[config.mk]
export PLATFORM = sky130hd
export DESIGN_NAME = fp_issue_rob
export DESIGN_NICKNAME = d
export VERILOG_FILES = /design/src/rtl/fp_issue_pkg.sv /design/src/rtl/fp_scoreboard.sv /design/src/rtl/fp_issue_rob.sv
export SDC_FILE = /design/constraint.sdc
export NUM_CORES = 1
export LEC_CHECK = 0
export BUFFER_PORTS_ARGS = -buffer_cell sky130_fd_sc_hd__buf_4
export CAP_MARGIN = 15
export CORE_UTILIZATION = 40
export CTS_CLUSTER_SIZE = 14
export DETAILED_ROUTE_END_ITERATION = 7
export PLACE_DENSITY = 0.69
export SYNTH_ARGS = -nofsm -noshare
export SYNTH_HDL_FRONTEND = slang
export SYNTH_HIERARCHICAL = 1
export SYNTH_SLANG_ARGS = --single-unit
export TNS_END_PERCENT = 10
[constraint.sdc]
create_clock -name clk_i -period 6 [get_ports clk_i]
set_input_delay 0.3 -clock clk_i [delete_from_list [all_inputs] [get_ports clk_i]]
set_output_delay 0.3 -clock clk_i [all_outputs]
set_load 0.03 [all_outputs]
[src/rtl/fp_issue_pkg.sv]
// Shared types and sizing helpers for the FP issue/retire controller.
//   fflags_t    : IEEE exception flags, packed NV (bit 4) down to NX (bit 0)
//   rob_entry_t : per-tag control state of a reorder-buffer entry
//   cnt_w()     : width of an occupancy counter able to hold 0..depth
package fp_issue_pkg;

  localparam int unsigned DEF_DEPTH  = 4;
  localparam int unsigned DEF_NREGS  = 32;
  localparam int unsigned DEF_DATA_W = 32;
  localparam int unsigned DEF_TAG_W  = $clog2(DEF_DEPTH);
  localparam int unsigned DEF_CNT_W  = $clog2(DEF_DEPTH + 1);
  localparam int unsigned NFLAGS     = 5;

  typedef struct packed {
    logic nv;
    logic dz;
    logic of;
    logic uf;
    logic nx;
  } fflags_t;

  // rd and data live in parallel arrays in the top because their widths
  // follow the NREGS/DATA_W overrides of each instance.
  typedef struct packed {
    logic    valid;
    logic    done;
    logic    killed;
    logic    rd_fp;
    fflags_t status;
  } rob_entry_t;

  function automatic int unsigned cnt_w(input int unsigned depth);
    return $clog2(depth + 1);
  endfunction

endpackage

[src/rtl/fp_scoreboard.sv]
// FP register scoreboard: one pending-write bit per FP register.
//   clk, rst_n          : clock, asynchronous active-low reset
//   set_en/set_addr     : mark a register as pending (issue)
//   clr_en/clr_addr     : release a register (retire)
//   clr_all             : release every register (flush), wins over set/clear
//   rs_addr/rs_used     : three packed source addresses and their use mask
//   rd_addr/rd_fp       : destination of the op under test
//   hazard              : RAW on any used source or WAW on an FP destination
module fp_scoreboard
  import fp_issue_pkg::*;
#(
  parameter  int unsigned NREGS = DEF_NREGS,
  localparam int unsigned REG_W = $clog2(NREGS)
) (
  input  logic               clk,
  input  logic               rst_n,
  input  logic               set_en,
  input  logic [REG_W-1:0]   set_addr,
  input  logic               clr_en,
  input  logic [REG_W-1:0]   clr_addr,
  input  logic               clr_all,
  input  logic [3*REG_W-1:0] rs_addr,
  input  logic [2:0]         rs_used,
  input  logic [REG_W-1:0]   rd_addr,
  input  logic               rd_fp,
  output logic               hazard
);

  logic [NREGS-1:0] sb_q;

  always_ff @(posedge clk or negedge rst_n) begin
    if (!rst_n) begin
      sb_q <= '0;
    end else if (clr_all) begin
      sb_q <= '0;
    end else begin
      if (clr_en) sb_q[clr_addr] <= 1'b0;
      if (set_en) sb_q[set_addr] <= 1'b1;
    end
  end

  always_comb begin
    hazard = rd_fp && sb_q[rd_addr];
    for (int unsigned i = 0; i < 3; i++) begin
      if (rs_used[i] && sb_q[rs_addr[i*REG_W +: REG_W]]) hazard = 1'b1;
    end
  end

endmodule

[src/rtl/fp_issue_rob.sv]
// FP issue/retire controller between the FP decoder and the FPU.
// Tags ops on issue, blocks RAW/WAW hazards via the scoreboard, reorders
// out-of-order FPU completions into in-order writeback and accumulates
// sticky fflags.
//   issue_*   : decoder handshake (valid/ready) and operand/dest addresses
//   fpu_in_*  : issue handshake to the FPU, fpu_tag_o carries the ROB tag
//   fpu_out_* : FPU completion (tag, result, status), always accepted
//   wb_*      : in-order writeback handshake to the register files
//   flush_i   : kill everything in flight; fflags_clr_i: clear sticky flags
//   fflags_o  : sticky flags; busy_o: any op in flight
module fp_issue_rob
  import fp_issue_pkg::*;
#(
  parameter  int unsigned DEPTH  = DEF_DEPTH,
  parameter  int unsigned NREGS  = DEF_NREGS,
  parameter  int unsigned DATA_W = DEF_DATA_W,
  localparam int unsigned TAG_W  = $clog2(DEPTH),
  localparam int unsigned REG_W  = $clog2(NREGS)
) (
  input  logic               clk_i,
  input  logic               rst_ni,
  input  logic               issue_valid_i,
  output logic               issue_ready_o,
  input  logic [3*REG_W-1:0] rs_addr_i,
  input  logic [2:0]         rs_used_i,
  input  logic [REG_W-1:0]   rd_addr_i,
  input  logic               rd_fp_i,
  output logic               fpu_in_valid_o,
  input  logic               fpu_in_ready_i,
  output logic [TAG_W-1:0]   fpu_tag_o,
  input  logic               fpu_out_valid_i,
  input  logic [TAG_W-1:0]   fpu_tag_i,
  input  logic [DATA_W-1:0]  fpu_result_i,
  input  logic [4:0]         fpu_status_i,
  output logic               wb_valid_o,
  input  logic               wb_ready_i,
  output logic [REG_W-1:0]   wb_rd_o,
  output logic               wb_fp_o,
  output logic [DATA_W-1:0]  wb_data_o,
  input  logic               flush_i,
  input  logic               fflags_clr_i,
  output logic [4:0]         fflags_o,
  output logic               busy_o
);

  localparam int unsigned      CNT_W = cnt_w(DEPTH);
  localparam logic [CNT_W-1:0] FULL  = CNT_W'(DEPTH);

  rob_entry_t        rob_q  [DEPTH];
  logic [REG_W-1:0]  rd_q   [DEPTH];
  logic [DATA_W-1:0] data_q [DEPTH];
  logic [TAG_W-1:0]  head_q, tail_q;
  logic [CNT_W-1:0]  count_q;
  fflags_t           fflags_q;

  rob_entry_t head_e;
  logic       hazard, full, fire, head_live, retire, wb_commit;
  logic       comp_hits_live;

  assign head_e    = rob_q[head_q];
  assign full      = (count_q == FULL);
  assign fire      = fpu_in_valid_o && fpu_in_ready_i;
  assign head_live = head_e.valid && head_e.done;
  // Killed heads drain silently; live heads wait for the writeback port.
  assign retire    = head_live && (head_e.killed || wb_ready_i);
  assign wb_commit = wb_valid_o && wb_ready_i;

  assign issue_ready_o  = !(full || hazard || !fpu_in_ready_i) && !flush_i;
  assign fpu_in_valid_o = issue_valid_i && !hazard && !full && !flush_i;
  assign fpu_tag_o      = tail_q;

  assign wb_valid_o = head_live && !head_e.killed;
  assign wb_rd_o    = rd_q[head_q];
  assign wb_fp_o    = head_e.rd_fp;
  assign wb_data_o  = data_q[head_q];
  assign fflags_o   = fflags_q;
  assign busy_o     = (count_q != '0);

  fp_scoreboard #(
    .NREGS (NREGS)
  ) u_sb (
    .clk      (clk_i),
    .rst_n    (rst_ni),
    .set_en   (fire && rd_fp_i),
    .set_addr (rd_addr_i),
    .clr_en   (wb_commit && head_e.rd_fp),
    .clr_addr (rd_q[head_q]),
    .clr_all  (flush_i),
    .rs_addr  (rs_addr_i),
    .rs_used  (rs_used_i),
    .rd_addr  (rd_addr_i),
    .rd_fp    (rd_fp_i),
    .hazard   (hazard)
  );

  // Issue never targets the head while it is occupied (that would need a
  // full ROB), so the per-entry priority below cannot drop a live retire.
  always_ff @(posedge clk_i or negedge rst_ni) begin
    if (!rst_ni) begin
      for (int unsigned i = 0; i < DEPTH; i++) begin
        rob_q[i]  <= '0;
        rd_q[i]   <= '0;
        data_q[i] <= '0;
      end
    end else begin
      for (int unsigned i = 0; i < DEPTH; i++) begin
        if (fire && (TAG_W'(i) == tail_q)) begin
          rob_q[i].valid  <= 1'b1;
          rob_q[i].done   <= 1'b0;
          rob_q[i].killed <= 1'b0;
          rob_q[i].rd_fp  <= rd_fp_i;
          rob_q[i].status <= '0;
          rd_q[i]         <= rd_addr_i;
        end else if (retire && (TAG_W'(i) == head_q)) begin
          rob_q[i] <= '0;
        end else if (rob_q[i].valid) begin
          if (fpu_out_valid_i && (fpu_tag_i == TAG_W'(i))) begin
            rob_q[i].done   <= 1'b1;
            rob_q[i].status <= fflags_t'(fpu_status_i);
            data_q[i]       <= fpu_result_i;
          end
          if (flush_i) rob_q[i].killed <= 1'b1;
        end
      end
    end
  end

  always_ff @(posedge clk_i or negedge rst_ni) begin
    if (!rst_ni) begin
      head_q   <= '0;
      tail_q   <= '0;
      count_q  <= '0;
      fflags_q <= '0;
    end else begin
      if (fire)   tail_q <= tail_q + TAG_W'(1);
      if (retire) head_q <= head_q + TAG_W'(1);
      count_q <= count_q + CNT_W'(fire) - CNT_W'(retire);
      if (fflags_clr_i)   fflags_q <= '0;
      else if (wb_commit) fflags_q <= fflags_t'(fflags_q | head_e.status);
    end
  end

  assign comp_hits_live = rob_q[fpu_tag_i].valid;

  a_completion_tag_live: assert property (
    @(posedge clk_i) disable iff (!rst_ni) fpu_out_valid_i |-> comp_hits_live
  );

endmodule

==> key figures, run 1 <==
Outcome
  • Status: complete, no violations

Yosys
  • EDFF count, synth: 0
  • Sequential-to-total area share from yosys stat: 48.21%
  • Synth async-reset ratio: 100.0%
  • Synth cell types: 49
  • Yosys Warn Count: 6
  • Seq cells post-synth: 228
  • Post-Syn Nets: roughly 900
  • Mapped Area: 11,840 um2
  • Mapped Cells: a little over 800
  • Synth Area per Inst: between 10 and 15 um2
  • Ys flop type: dfrtp_1

Die
  • Die Y: 174.0 um
  • Core Area: roughly 29,000 um2
  • Die footprint: 30,280 um2
  • Core Rows: 62
  • Starting Density: between 40% and 50%
  • Die W: ~170 um
  • Num ports: 120

Clock network
  • Post-cts resize count: 0
  • Later-pin clock latency in the skew report: 0.52 ns
  • Post-CTS Setup Bufs: 0
  • TritonCTS Buffers: 24
  • CTS H-Tree Depth: 1
  • CTS tree: yes
  • Clock Pin Slew Worst Setup and Hold Paths: 0.06 ns
  • CTS root buffer: clkbuf_16
  • Clock tree buffer depth: 3
  • TritonCTS Sinks: 228

Worst setup path
  • Max FO, Critical Path: 32
  • Critical Path, Cell by Cell: mux4_1 -> mux2i_1 -> o221ai_1 -> a221oi_2 -> nand4_1 -> nor4_2 -> nand2_1 -> nand3_4 -> mux2_2
  • Worst EP required: 6.40 ns
  • Setup crit end kind: register
  • Worst Setup Path Type: reg2reg
  • Arr. time, crit path: 4.93 ns
  • CP Launch Type: register
  • Largest stage delay on the critical path: 0.90 ns
  • Critical path's slowest cell: nor4_2
  • Worst r2r path cells: 9

Power
  • Worst VDD drop: a little over 0.4 mV
  • Pwr Total: 7074 uW
  • Leakage: 0.006431 uW
  • Pwr per Cell Area: 515.7 nW/um2

Detailed routing
  • Routed length per instance: 20.65 um
  • Initial drt markers: 585
  • DR vias/cell: 5.551
  • Total wire length: approximately 28,000 um
  • DRC viols: 0
  • Detail Route Antenna Nets: 0
  • 1st-pass router iterations: 5
  • Vias: 7,410

Global route
  • Met3 global-route usage: ~3.7%
  • Overflow after GRT: 0
  • Grt met1 use: about 25%
  • Met2 Resource Use GR: 29.87%
  • Grt peak-use layer: met2
  • Gr usage total: 18.50%
  • Vias in the first global route: around 7,900
  • Initial antenna violation count: 0
  • Largest net degree at the start of global routing: 113
  • First-pass GRT wire length: 44,790 um

Min path
  • Hold depth: 2
  • Worst Hold Class: in2reg

Timing
  • Smallest hold slack: just over 0.04 ns
  • Final Skew: 0.009605 ns
  • RSZ-0062 raised after global routing: no
  • Worst-Margin Slew: 1.004 ns
  • Fin Setup TNS: 0 ns
  • Max Slew Vio Count: 0
  • Final Hold Vio Count: 0
  • Final setup fails: 0
  • Max-Slew Margin vs Limit: 33.04%
  • Fmax: 0.2207 GHz
  • Min Tclk post-route: 4.530 ns
  • Final worst path period share: approximately 76%

Cells and area
  • Area Growth Syn to Fin: 15.91%
  • Post-layout util: 47.41%
  • Nets@finish: 1,018
  • Commonest non-fill, non-tap cell in the layout: dfrtp_1
  • Finished Layout Cells: 1,335
  • Layout fillers: around 2,500
  • Most frequent cells in the layout: 226 x dfrtp_1, 121 x buf_4, 120 x mux2_4
  • N_diodes: 0
  • Layout cells sized above 1: 41.22%

Placed design
  • PortBufs: 119
  • HPWL after DPL: 17,680 um
  • Routability Congestion: a little under 0.9
  • Dpl cells: 1,292

Job
  • Max-cap violations: 0
==> report_power, final <==
group	switching [uW]	leakage, uW	internal, uW
registers	499	0.00287	2170
logic	1370	0.00318	1590
clock network	599	0.000376	846
total	2470	0.00643	4610
==> kinds of logic after synthesis <==
kind of cell	Yosys count	synth area share, %
and+or+nand+nor	178	7.728
DFF	228	48.21
AOI/OAI and AO/OA	97	4.609
buffers and inverters	59	2.992
xor gates and xnor gates	4	0.2960
muxes	253	34.94
adders and majority gates	11	1.226
==> metrics by stage <==
stage | area (um2) | setup slack [ns]
2_1_floorplan | 11840 | 2.548
6_report | 13720 | 1.470
5_1_grt | 13720 | 1.183
3_3_place_gp | 12950 | 1.466
4_1_cts | 13710 | 1.486
3_5_place_dp | 12950 | 1.438
==> worst max-delay path, delay by kind of cell (launching register included) <==
kind	cells	cell delay, ns
simple gates	4	2.41
mux	3	1.11
flops	1	0.45
compound gates	2	0.42
==> path summary, 6_finish.rpt <==
path,startpoint,end,slack (ns)
min in group asynchronous,rst_ni,data_q[47]$_DFFE_PN0P_,0.41
worst min-delay path,fpu_result_i[0],data_q[0]$_DFFE_PN0P_,0.04
worst max-delay path,u_sb/sb_q[30]$_DFF_PN0_,data_q[127]$_DFFE_PN0P_,1.47
worst max register to register,u_sb/sb_q[30]$_DFF_PN0_,data_q[127]$_DFFE_PN0P_,1.47
worst min register to register,rob_q[34]$_DFFE_PN0P_,rob_q[34]$_DFFE_PN0P_,0.49
max in group asynchronous,rst_ni,data_q[16]$_DFFE_PN0P_,4.21
==> flip-flops by register name, summed over array words and instances, names as in the netlist <==
signal	count
rd_q	20
count_q	3
data_q	128
head_q	2
fflags_o	5
fpu_tag_o	2
u_sb/sb_q	32
rob_q	36
==> per-layer routing <==
| metal | share of wire [%] | vias up |
|---|---|---|
| li1 | - | 3270 |
| met1 | 43 | 3812 |
| met2 | 48 | 289 |
| met3 | 7.1 | 39 |
| met4 | 1.9 | 0 |
| met5 | 0 | - |
==> repair_timing <==
item                                    in CTS  in global routing
hold endpoints to repair                   110                  0
endpoints found under the setup margin       0                  0
hold buffers                                 1                  0
==> cell usage after synthesis (4+ instances only) <==
master,count,area share [%]
clkbuf_1,14,0.44
dfrtp_1,228,48
mux4_2,68,13
nand3_2,4,0.34
a22o_1,5,0.37
mux4_1,7,1.6
and2_1,7,0.37
and3b_1,4,0.30
mux2_4,120,15
nand3_4,4,0.59
o21ai_0,34,1.4
nor3b_1,5,0.32
nor2_1,30,0.95
xnor2_1,4,0.30
ha_1,10,1.1
nand3b_1,7,0.44
and3_1,5,0.26
buf_2,10,0.42
nand3_1,13,0.55
nand2_1,83,2.6
a21oi_1,46,1.9
mux2i_1,28,2.4
buf_6,15,1.4
inv_1,14,0.44
mux2_2,30,2.9
==> area by class of cell <==
class,instances,area (um2),area share (%)
Multi-Input combinational cell,543,5776,42.10
Sequential cell,228,5710,41.63
Timing Repair Buffer,124,938.4,6.841
Clock buffer,32,650.6,4.743
Tap cell,384,480.5,3.502
Clock inverter,9,106.4,0.7753
Inverter,15,56.30,0.4104
Note: power is estimated with default switching activity, not from simulation.
==> inputs of run 2 (changes only) <==
PLACE_DENSITY = 0.71   (was 0.69)
clock period = 4 ns   (was 6 ns; I/O delays follow)
==> run 2 against run 1 <==
Cell count is 4.2% higher. Via count is 3.4% higher. Global-route usage is 0.084 points higher. Critical path type unchanged. Critical endpoint is now data_q[36]$_DFFE_PN0P_. Highest routed layer unchanged.
==> key figures, run 2 (synthesis results as in run 1) <==
Cells and area
  • Commonest non-fill, non-tap cell in the layout: dfrtp_1 (unchanged)
  • Final instance area: 14,400 um2 (was 13,720 um2)
  • Area Growth Syn to Fin: 21.63% (was 15.91%)
  • Layout cells sized above 1: 40.76% (was 41.22%)
  • Most flops, register: data_q (unchanged)
  • Max FFs per register: 128 (unchanged)
  • Post-layout util: 49.75% (was 47.41%)
  • Biggest regs: data_q (128), rob_q (36), u_sb/sb_q (32) (unchanged)
  • Nets@finish: 1,071 (was 1,018)
  • Layout fillers: 2,417 (was 2,506)
  • Most frequent cells in the layout: 226 x dfrtp_1, 129 x buf_4, 120 x mux2_4 (was 226 x dfrtp_1, 121 x buf_4, 120 x mux2_4)

Power
  • Clock network power share: 22.6% (was 20.4%)
  • P_int: 7208 uW (was 4607 uW)
  • Switching share of power: 34.25% (was 34.88%)
  • Power share of the combinational group: 42.2% (was 41.8%)
  • NetSw: 3755 uW (was 2468 uW)
  • Leakage: 0.006724 uW (was 0.006431 uW)
  • Pwr per Cell Area: 761.6 nW/um2 (was 515.7 nW/um2)
  • Seq pwr share: 35.2% (was 37.8%)
  • Worst VDD drop: 0.4932 mV (was 0.4098 mV)

Timing
  • Min Tclk post-route: 3.621 ns (was 4.530 ns)
  • Worst-Margin Slew: 0.8884 ns (was 1.004 ns)
  • Final worst path period share: 90.53% (was 75.50%)
  • Fin Setup TNS: 0 ns (unchanged)
  • RSZ-0062 raised after global routing: no (unchanged)
  • Final Hold Vio Count: 0 (unchanged)
  • Max Slew Vio Count: 0 (unchanged)
  • Max-Slew Margin vs Limit: 40.78% (was 33.04%)
  • Smallest hold slack: 0.09098 ns (was 0.04059 ns)
  • Final setup fails: 0 (unchanged)
  • Fmax: 0.2762 GHz (was 0.2207 GHz)
  • Final Skew: 0.01807 ns (was 0.009605 ns)

Worst setup path
  • Arr. time, crit path: 4.01 ns (was 4.93 ns)
  • Max FO, Critical Path: 18 (was 32)
  • Worst EP required: 4.39 ns (was 6.40 ns)
  • Setup crit end kind: register (unchanged)
  • Worst Setup Path Type: reg2reg (unchanged)
  • CP Launch Type: register (unchanged)

Min path
  • Worst Hold Class: in2reg (unchanged)

Detailed routing
  • Vias: 7,665 (was 7,410)
  • Total wire length: 27,720 um (was 27,560 um)
  • Detail Route Antenna Nets: 0 (unchanged)
  • DRC viols: 0 (unchanged)
  • DR vias/cell: 5.510 (was 5.551)
  • Initial drt markers: 520 (was 585)
  • 1st-pass router iterations: 5 (unchanged)
  • Routed length per instance: 19.93 um (was 20.65 um)

Placed design
  • PortBufs: 119 (unchanged)
  • HPWL after DPL: 17,730 um (was 17,680 um)
  • Routability Congestion: 0.8944 (was 0.8901)
  • DP Area: 13,110 um2 (was 12,950 um2)

Global route
  • Vias in the first global route: 8,104 (was 7,876)
  • Gr usage total: 18.58% (was 18.50%)
  • Largest net degree at the start of global routing: 121 (was 113)
  • Initial antenna violation count: 1 (was 0)
  • Overflow after GRT: 0 (unchanged)
  • First-pass GRT wire length: 45,080 um (was 44,790 um)

Clock network
  • Clock tree buffer depth: 3 (unchanged)
  • CTS root buffer: clkbuf_16 (unchanged)
  • Post-CTS Setup Bufs: 0 (unchanged)
  • TritonCTS Sinks: 228 (unchanged)
  • Later-pin clock latency in the skew report: 0.52 ns (about the same)
  • Clock Pin Slew Worst Setup and Hold Paths: 0.06 ns (about the same)
  • TritonCTS Buffers: 27 (was 24)
  • CTS H-Tree Depth: 1 (unchanged)
  • CTS tree: yes (unchanged)

Die
  • Die footprint: 30,280 um2 (unchanged)
  • Die Y: 174.0 um (unchanged)
  • Num ports: 120 (unchanged)
  • Die W: 174.0 um (unchanged)
  • Core Rows: 62 (unchanged)
  • Core Area: 28,940 um2 (unchanged)
  • Starting Density: 40.90% (unchanged)

Outcome
  • Status: complete, no violations (unchanged)

Job
  • Max-cap violations: 0 (unchanged)
## run 2: cell types whose count changed in the layout (fill, tap and decap cells not counted), sizes merged
cell,change
diode,+1
clkinvlp,+4
dlygate4sd3,+38
clkbuf,+2
clkinv,-3
buf,+12
bufinv,+2
## run 2: worst paths after layout
path / start / end / slack [ns] / depth (start not counted)
worst max-delay path: u_sb/sb_q[21]$_DFF_PN0_ / data_q[36]$_DFFE_PN0P_ / 0.38 / 11
worst min-delay path: fflags_clr_i / fflags_o[4]$_DFFE_PN0P_ / 0.09 / 3
worst min register to register: rob_q[25]$_DFFE_PN0P_ / rob_q[25]$_DFFE_PN0P_ / 0.49 / 2
min in group asynchronous: rst_ni / data_q[20]$_DFFE_PN0P_ / 0.39 / 2
worst max register to register: u_sb/sb_q[21]$_DFF_PN0_ / data_q[36]$_DFFE_PN0P_ / 0.38 / 11
max in group asynchronous: rst_ni / data_q[8]$_DFFE_PN0P_ / 2.69 / 3
## run 2: timing repair
action / 4_1_cts / 5_1_grt
resized for setup: 0 / 0
hold endpoints to repair: 269 / 0
hold buffers: 39 / 0
endpoints found under the setup margin: 0 / 0
## run 2: critical path, cell delays in order, from the launching register on
cell and delay (ns):
dfrtp_1 0.42, mux4_1 0.52, mux2i_1 0.16, o221ai_1 0.14
a221oi_2 0.25, nand4_1 0.25, nor4_2 0.50, buf_4 0.25
nand2_1 0.13, nand3_4 0.29, buf_12 0.25, mux2_4 0.32
## run 2: per-stage QoR
stage	power, uW	setup WS (ns)	instances
floorplan	7098	0.6195	830
global placement	8390	0.4822	1305
detailed placement	8485	0.4480	1305
CTS	11060	0.4311	1390
global route	11540	0.1956	1391
finish	10960	0.3790	1391
## run 2: final cells by class
| type | count | area, um2 | area share (%) |
|---|---|---|---|
| inverters | 15 | 56.30 | 0.3911 |
| flip-flops and latches | 228 | 5710 | 39.67 |
| clock buffers | 34 | 721.9 | 5.015 |
| diodes | 1 | 2.502 | 0.01738 |
| clock inverters | 12 | 173.9 | 1.208 |
| well taps | 384 | 480.5 | 3.338 |
| multi-input cells | 543 | 5776 | 40.12 |
| repair buffers | 174 | 1474 | 10.24 |
## run 2: layer usage
metal  global-route usage, %  vias up  wire (um)
met1                   25.34     3954      12190
met5                       0        -          0
met4                   4.605        0        433
met3                   3.259       39       1779
met2                   30.78      283      13330
li1                        -     3389          -
## run 2: power by group through the flow
| stage | sequential, uW | clock (uW) | combinational [uW] |
|---|---|---|---|
| floorplan | 3650 | 0 | 3450 |
| global placement | 3840 | 0 | 4550 |
| detailed placement | 3860 | 0 | 4630 |
| CTS | 3850 | 2540 | 4670 |
| global route | 3980 | 2620 | 4940 |
| finish | 3860 | 2470 | 4630 |
